**src/rtl/pipeline_hazard_ctrl.sv**
```systemverilog
// Stall/flush sequencer for a 5-stage RV32 pipeline.
// It combines four hazard sources into per-stage write enables and flushes:
// data-memory wait, a multi-cycle divide in EX, a taken branch, and load-use.
// It also owns the divider occupancy FSM and a saturating stall-cycle counter.
module pipeline_hazard_ctrl #(
  parameter int DIV_LATENCY = 32,
  parameter int CNT_W       = 32
) (
  input  logic             clk,
  input  logic             rst,
  input  logic [4:0]       i_id_rs1,
  input  logic [4:0]       i_id_rs2,
  input  logic [4:0]       i_ex_rd,
  input  logic             i_ex_mem_read,
  input  logic             i_ex_reg_wen,
  input  logic             i_ex_div_start,
  input  logic             i_ex_branch_taken,
  input  logic             i_dmem_req,
  input  logic             i_dmem_ready,
  output logic             o_pc_wen,
  output logic             o_if_id_wen,
  output logic             o_id_ex_wen,
  output logic             o_ex_mem_wen,
  output logic             o_mem_wb_wen,
  output logic             o_if_id_flush,
  output logic             o_id_ex_flush,
  output logic             o_ex_mem_flush,
  output logic             o_div_busy,
  output logic [CNT_W-1:0] o_stall_cycles
);

  typedef enum logic {ST_RUN, ST_DIV_WAIT} state_t;

  // EX stays occupied for DIV_LATENCY cycles in total.
  // The first of those cycles is spent in RUN, so DIV_WAIT is loaded with one less.
  localparam logic [5:0] DIV_LOAD = 6'(DIV_LATENCY - 1);

  state_t           r_state;
  state_t           w_state_nxt;
  logic [5:0]       r_div_cnt;
  logic [5:0]       w_div_cnt_nxt;
  logic [CNT_W-1:0] r_stall_cycles;
  logic             w_load_use;
  logic             w_mem_stall;
  logic             w_div_freeze;

  assign w_mem_stall = i_dmem_req & ~i_dmem_ready;
  assign w_load_use  = i_ex_mem_read & i_ex_reg_wen & (i_ex_rd != 5'd0) &
                       ((i_ex_rd == i_id_rs1) | (i_ex_rd == i_id_rs2));
  // The divider freezes the front of the pipe on its start cycle and on every
  // DIV_WAIT cycle except the last one.
  // That last cycle releases the divider and behaves like a normal cycle.
  assign w_div_freeze = ((r_state == ST_DIV_WAIT) && (r_div_cnt > 6'd1)) ||
                        ((r_state == ST_RUN) && i_ex_div_start);

  // Divider FSM state and occupancy counter register
  always_ff @(posedge clk) begin
    if (rst) begin
      r_state   <= ST_RUN;
      r_div_cnt <= 6'd0;
    end else begin
      r_state   <= w_state_nxt;
      r_div_cnt <= w_div_cnt_nxt;
    end
  end

  // Next-state logic and prioritised stage enables/flushes
  always_comb begin
    w_state_nxt    = r_state;
    w_div_cnt_nxt  = r_div_cnt;
    o_pc_wen       = 1'b1;
    o_if_id_wen    = 1'b1;
    o_id_ex_wen    = 1'b1;
    o_ex_mem_wen   = 1'b1;
    o_mem_wb_wen   = 1'b1;
    o_if_id_flush  = 1'b0;
    o_id_ex_flush  = 1'b0;
    o_ex_mem_flush = 1'b0;
    o_div_busy     = (r_state != ST_RUN);
    if (rst) begin
      o_pc_wen       = 1'b0;
      o_if_id_wen    = 1'b0;
      o_id_ex_wen    = 1'b0;
      o_ex_mem_wen   = 1'b0;
      o_mem_wb_wen   = 1'b0;
      o_if_id_flush  = 1'b1;
      o_id_ex_flush  = 1'b1;
      o_ex_mem_flush = 1'b1;
      o_div_busy     = 1'b0;
    end else if (w_mem_stall) begin
      // Freeze the whole pipe; the divider does not advance either
      o_pc_wen     = 1'b0;
      o_if_id_wen  = 1'b0;
      o_id_ex_wen  = 1'b0;
      o_ex_mem_wen = 1'b0;
      o_mem_wb_wen = 1'b0;
    end else begin
      case (r_state)
        ST_RUN: begin
          if (i_ex_div_start) begin
            w_state_nxt   = ST_DIV_WAIT;
            w_div_cnt_nxt = DIV_LOAD;
          end
        end
        ST_DIV_WAIT: begin
          if (r_div_cnt > 6'd1) begin
            w_div_cnt_nxt = r_div_cnt - 6'd1;
          end else begin
            w_state_nxt   = ST_RUN;
            w_div_cnt_nxt = 6'd0;
          end
        end
        default: begin
          w_state_nxt   = ST_RUN;
          w_div_cnt_nxt = 6'd0;
        end
      endcase
      if (w_div_freeze) begin
        // Hold IF/ID/EX and push bubbles into MEM while the divide runs
        o_pc_wen       = 1'b0;
        o_if_id_wen    = 1'b0;
        o_id_ex_wen    = 1'b0;
        o_ex_mem_flush = 1'b1;
      end else if (i_ex_branch_taken) begin
        // Any load-use is on the wrong path, so squashing it is enough
        o_if_id_flush = 1'b1;
        o_id_ex_flush = 1'b1;
      end else if (w_load_use) begin
        o_pc_wen      = 1'b0;
        o_if_id_wen   = 1'b0;
        o_id_ex_flush = 1'b1;
      end
    end
  end

  // Saturating count of cycles in which the PC is held
  always_ff @(posedge clk) begin
    if (rst) begin
      r_stall_cycles <= '0;
    end else if (!o_pc_wen && (r_stall_cycles != {CNT_W{1'b1}})) begin
      r_stall_cycles <= r_stall_cycles + 1'b1;
    end
  end

  assign o_stall_cycles = r_stall_cycles;

endmodule

```
**config.mk**
```make
export PLATFORM = sky130hd
export DESIGN_NAME = pipeline_hazard_ctrl
export DESIGN_NICKNAME = d
export VERILOG_FILES = /design/src/rtl/pipeline_hazard_ctrl.sv
export SDC_FILE = /design/constraint.sdc
export NUM_CORES = 1
export LEC_CHECK = 0
export BUFFER_PORTS_ARGS = -buffer_cell sky130_fd_sc_hd__clkbuf_2
export CORE_ASPECT_RATIO = 0.5
export CORE_UTILIZATION = 53
export DETAILED_ROUTE_END_ITERATION = 12
export GPL_TIMING_DRIVEN = 0
export PLACE_DENSITY = 0.87
export SYNTH_ARGS = -nofsm -noshare
export SYNTH_HDL_FRONTEND = slang
export SYNTH_SLANG_ARGS = --single-unit
export TNS_END_PERCENT = 100
```
**constraint.sdc**
```tcl
create_clock -name clk -period 4.4 [get_ports clk]
set_input_delay 1.32 -clock clk [delete_from_list [all_inputs] [get_ports clk]]
set_output_delay 1.32 -clock clk [all_outputs]
set_load 0.005 [all_outputs]
```
======== After elaboration in Yosys (flattened, before gate mapping) ========
Index checks and enable logic that the tools add are counted.
storage, ports and cells
  flip-flop bits (word level) ............. 39
  word-level logic and storage cells ...... 54
operators by class
  $add $sub $neg .......................... 2
  magnitude comparators ................... 1
  equality and inequality tests ........... 4
  mux-type cells .......................... 29
  bitwise operators ....................... 8
  reduce and logical (&&, ||, !) cells .... 7
operators by type and width
  kind                     count
  $add A32 B1 Y32 const B  1
  $ne A32 B32 Y1 const B   1
  $mux W1                  25
  $mux W6                  2
  $pmux W6 S2              1
  $eq A5 B5 Y1             2
  $gt A6 B1 Y1 const B     1
  $sub A6 B1 Y6 const B    1
  $reduce_bool A5 Y1       1
  $and A1 B1 Y1            4
  $logic_and A1 B1 Y1      3
  $not A1 Y1               3
  $ne A2 B2 Y1 const B     1
  $pmux W1 S2              1
  $reduce_and A2 Y1        1
  $logic_not A1 Y1         1
  $logic_or A1 B1 Y1       1
  $or A1 B1 Y1             1

======== Depth between registers and ports, before layout ========
  depth in word-level cells ............... 10
  gate-level depth with buffers ........... 10
  depth with buffers taken out ............ 8

======== Least setup slack after synthesis ========
OpenSTA, ideal clock, no wires.
  kind .................................... in2out
  start ................................... in i_ex_rd[0]
  end ..................................... out o_pc_wen
  arrival time ............................ 2.649 ns
  slack ................................... 0.431 ns
  stages .................................. 6
  path buffers ............................ 3
  path through ............................ or3_1 o311a_1 a31oi_4 buf_4 buf_4 buf_4
between the ends
  word-level cells in the longest chain between the ends .. 8
  elaborated cells between the ends (all ways) .. 11
RTL lines
  item                                                       RTL line  RTL
  from (decl)                                                13        input logic [4:0] i_ex_rd,
  $eq A5 B5 Y1 / $reduce_bool A5 Y1 (equally long branches)  49, 48
  $or A1 B1 Y1 / $and A1 B1 Y1 (equally long branches)       49, 48
  $and A1 B1 Y1 *                                            48        assign w_load_use = i_ex_mem_read & i_ex_reg_wen & (i_ex_rd != 5'd0) &
  $mux W1 * (5 in series)                                    n/a
  to (decl)                                                  20        output logic o_pc_wen,
Every way passes the cells marked *; elsewhere a longest branch is shown, timed or not.

======== Worst setup path in the final report ========
  start ................................... in i_ex_rd[0]
  end ..................................... out o_pc_wen
between the ends
  word-level cells in the longest chain between the ends .. 8
  elaborated cells between the ends (all ways) .. 11
RTL lines
  item                                                       RTL line  RTL
  $eq A5 B5 Y1 / $reduce_bool A5 Y1 (equally long branches)  49, 48
  $or A1 B1 Y1 / $and A1 B1 Y1 (equally long branches)       49, 48
  $and A1 B1 Y1 *                                            48
  $mux W1 *                                                  128       end else if (w_load_use) begin
  $mux W1 *                                                  124       end else if (i_ex_branch_taken) begin
  $mux W1 *                                                  118       if (w_div_freeze) begin
  $mux W1 *                                                  90        end else if (w_mem_stall) begin
  $mux W1 *                                                  80        if (rst) begin
Marks and branches as above.

==> results.json <==
{
  "status": "finished clean",
  "routed_wl_mm": 6.69,
  "critPathMaxFanout": 11,
  "top_level_ports": 64,
  "fin_crit_ns": 4.30,
  "final_cells": 413,
  "leakage_nw": 1.14,
  "dp_cells": 405,
  "ir_drop_uv": 236,
  "via_per_inst": 6.32,
  "synth-seq-cells": 39,
  "hp-class": "reg -> reg",
  "post_cts_resized": 0,
  "drive_gt1_frac": 0.276,
  "async_flop_share": 0,
  "arrival_ns": 2.98,
  "n_antenna_cell": 0,
  "crit_buf_inv": 5,
  "post-cts-setup-buffer-count": 0,
  "tns_ns": 0,
  "num_vias": 2612,
  "synth.distinct_cells": 50,
  "drt_pre_antenna_iters": 5,
  "ant_nets": 0,
  "cp-start-kind": "input port",
  "slowest_delay_ns": 0.39,
  "grt_antenna_before_repair": 0,
  "place_ws_ns": 0.0127,
  "max_cap_violations": 0,
  "nNetsFinal": 384,
  "gp_congestion": 0.871,
  "path_class": "in -> out",
  "start_util": 0.580,
  "min_period_over_period": 0.978,
  "clock_sinks": 39,
  "numCtsBuffers": 5,
  "crit_required_ns": 3.08,
  "ctsRootBufferMaster": "clkbuf_8",
  "cp_slowest_cell": "or3_1",
  "first_global_vias": 2321,
  "seq_area_frac_synth": 0.330,
  "fin_util": 0.706,
  "clock_path_buffers": 2,
  "yosysMostFrequentCell": "dfxtp_1",
  "cts_tree": "built",
  "maxSlewHeadroom": 0.532,
  "syn-cell-area_sq_um": 2370,
  "hpwlAfterDp_mm": 4.75,
  "slew_violations": 0,
  "critical_path.cell_chain": "clkbuf_2 > or3_1 > o311a_1 > a31oi_4 > buf_6 > buf_4 > buf_4 > clkbuf_2",
  "insertion_delay_ns": 0.31,
  "core_sq_um": 4080,
  "power_density_nw_per_um2": 305,
  "syn_inst": 289,
  "p_total_mw": 0.879,
  "clk_pin_slew_ns": 0.08,
  "dieWidth_um": 96.5,
  "drtIter0Drc": 149,
  "fmax_ghz": 0.232,
  "finalClockSkew_ns": 0.0115,
  "grt_pass1_wl_mm": 10.8,
  "syn2layout_area_growth_pct": 21.9,
  "design_area_sq_um": 2890,
  "synth_top_area_frac": 0.330,
  "row_count": 16,
  "drc": 0,
  "setup_ws_ns": 0.0967,
  "holdWs_ns": 0.513,
  "crit_family": "buffers and inverters",
  "rsz0062_at_grt": "false",
  "hold_buffers": 0,
  "htreeDepth": 2,
  "wl_per_cell_um": 16.2,
  "synth_area_per_cell_sq_um": 8.19,
  "gr-total-overflow": 0,
  "synth_warnings": 0,
  "synth_edf_count": 0,
  "dieHeight_um": 49.3,
  "hold_violations": 0,
  "port_buffers": 62,
  "grt_max_degree": 14,
  "grt.total_usage": 0.298,
  "synth.largest_area_cell": "dfxtp_1",
  "synth_nets": 315,
  "setup_violations": 0,
  "dieArea_sq_um": 4750,
  "synthFlopType": "dfxtp_1",
  "netlist_top_cells_area": "dfxtp_1 (33%), o31ai_1 (6.3%), or4_1 (6.3%)",
  "dpl_cell_area_sq_um": 2750,
  "cp-end-kind": "primary output",
  "tightest_slew_ns": 0.699,
  "synth_common_cells": "dfxtp_1 (39), a21oi_1 (28), nor2_1 (22), o31ai_1 (20), or4_1 (20)"
}
-- layer usage --
| metal | up-vias | GRT usage | share of wire |
|---|---|---|---|
| li1 | 1238 | - | - |
| met1 | 1241 | 0.384 | 0.42 |
| met2 | 115 | 0.478 | 0.49 |
| met3 | 18 | 0.0623 | 0.073 |
| met4 | 0 | 0.132 | 0.019 |
| met5 | - | 0 | 0 |
-- layout by cell type, fill, tap and decap left out, drive strengths merged, types with 4 or more instances in the layout --
cell type and n:
and3 4, mux2 7, and2 5, or3 4
or4 20, o31ai 20, nor3 4, or2 5
o41ai 4, nand2 18, clkbuf 73, dfxtp 39
nor4 7, nor2b 6, nor2 23, o21ai 7
xnor2 10, inv 10, nand3 17, nand4 8
a21oi 28, buf 13
-- registers in the layout, summed over array words and instances (netlist names) --
signal          flops
r_state             1
o_stall_cycles     32
r_div_cnt           6
-- tightest hold or removal path: cells and delay by family (launching register included) --
family / cells / cell delay [ns]
compound gates: 2 / 0.14
flops: 1 / 0.34
-- power by group --
group	switching (mW)	internal [mW]	leakage (nW)
Sequential	0.0134	0.363	0.316
Combinational	0.0752	0.0573	0.762
Clock	0.144	0.226	0.0644
Total	0.233	0.647	1.14
-- worst paths after layout --
check	from	to	slack [ns]	cells past startpoint
worst max register to register	r_div_cnt[0]	o_stall_cycles[24]	1.92	10
worst max-delay path	i_ex_rd[0]	o_pc_wen	0.1	8
worst min-delay path	o_stall_cycles[9]	o_stall_cycles[9]	0.51	2
worst min register to register	o_stall_cycles[9]	o_stall_cycles[9]	0.51	2
-- final cells by class --
cell class	count	area (sq um)
Multi-Input combinational cell	221	1450
Fill cell	353	1200
Clock buffer	5	68.8
Timing Repair Buffer	62	310
Clock inverter	3	67.6
Inverter	10	37.5
Buffer	19	108
Sequential cell	39	781
Tap cell	54	67.6
-- cells by family (layout without fill, tap and decap cells) --
group                      count (synthesis)  in the layout  synth area share
AOI/OAI and AO/OA                         72             72             0.201
xor gates and xnor gates                  10             10            0.0370
adders and majority gates                  3              3            0.0159
buffers and inverters                     29             99            0.0597
DFF                                       39             39             0.330
muxes                                      7              7            0.0333
and+or+nand+nor                          129            129             0.323
(Power assumes the default switching activity.)
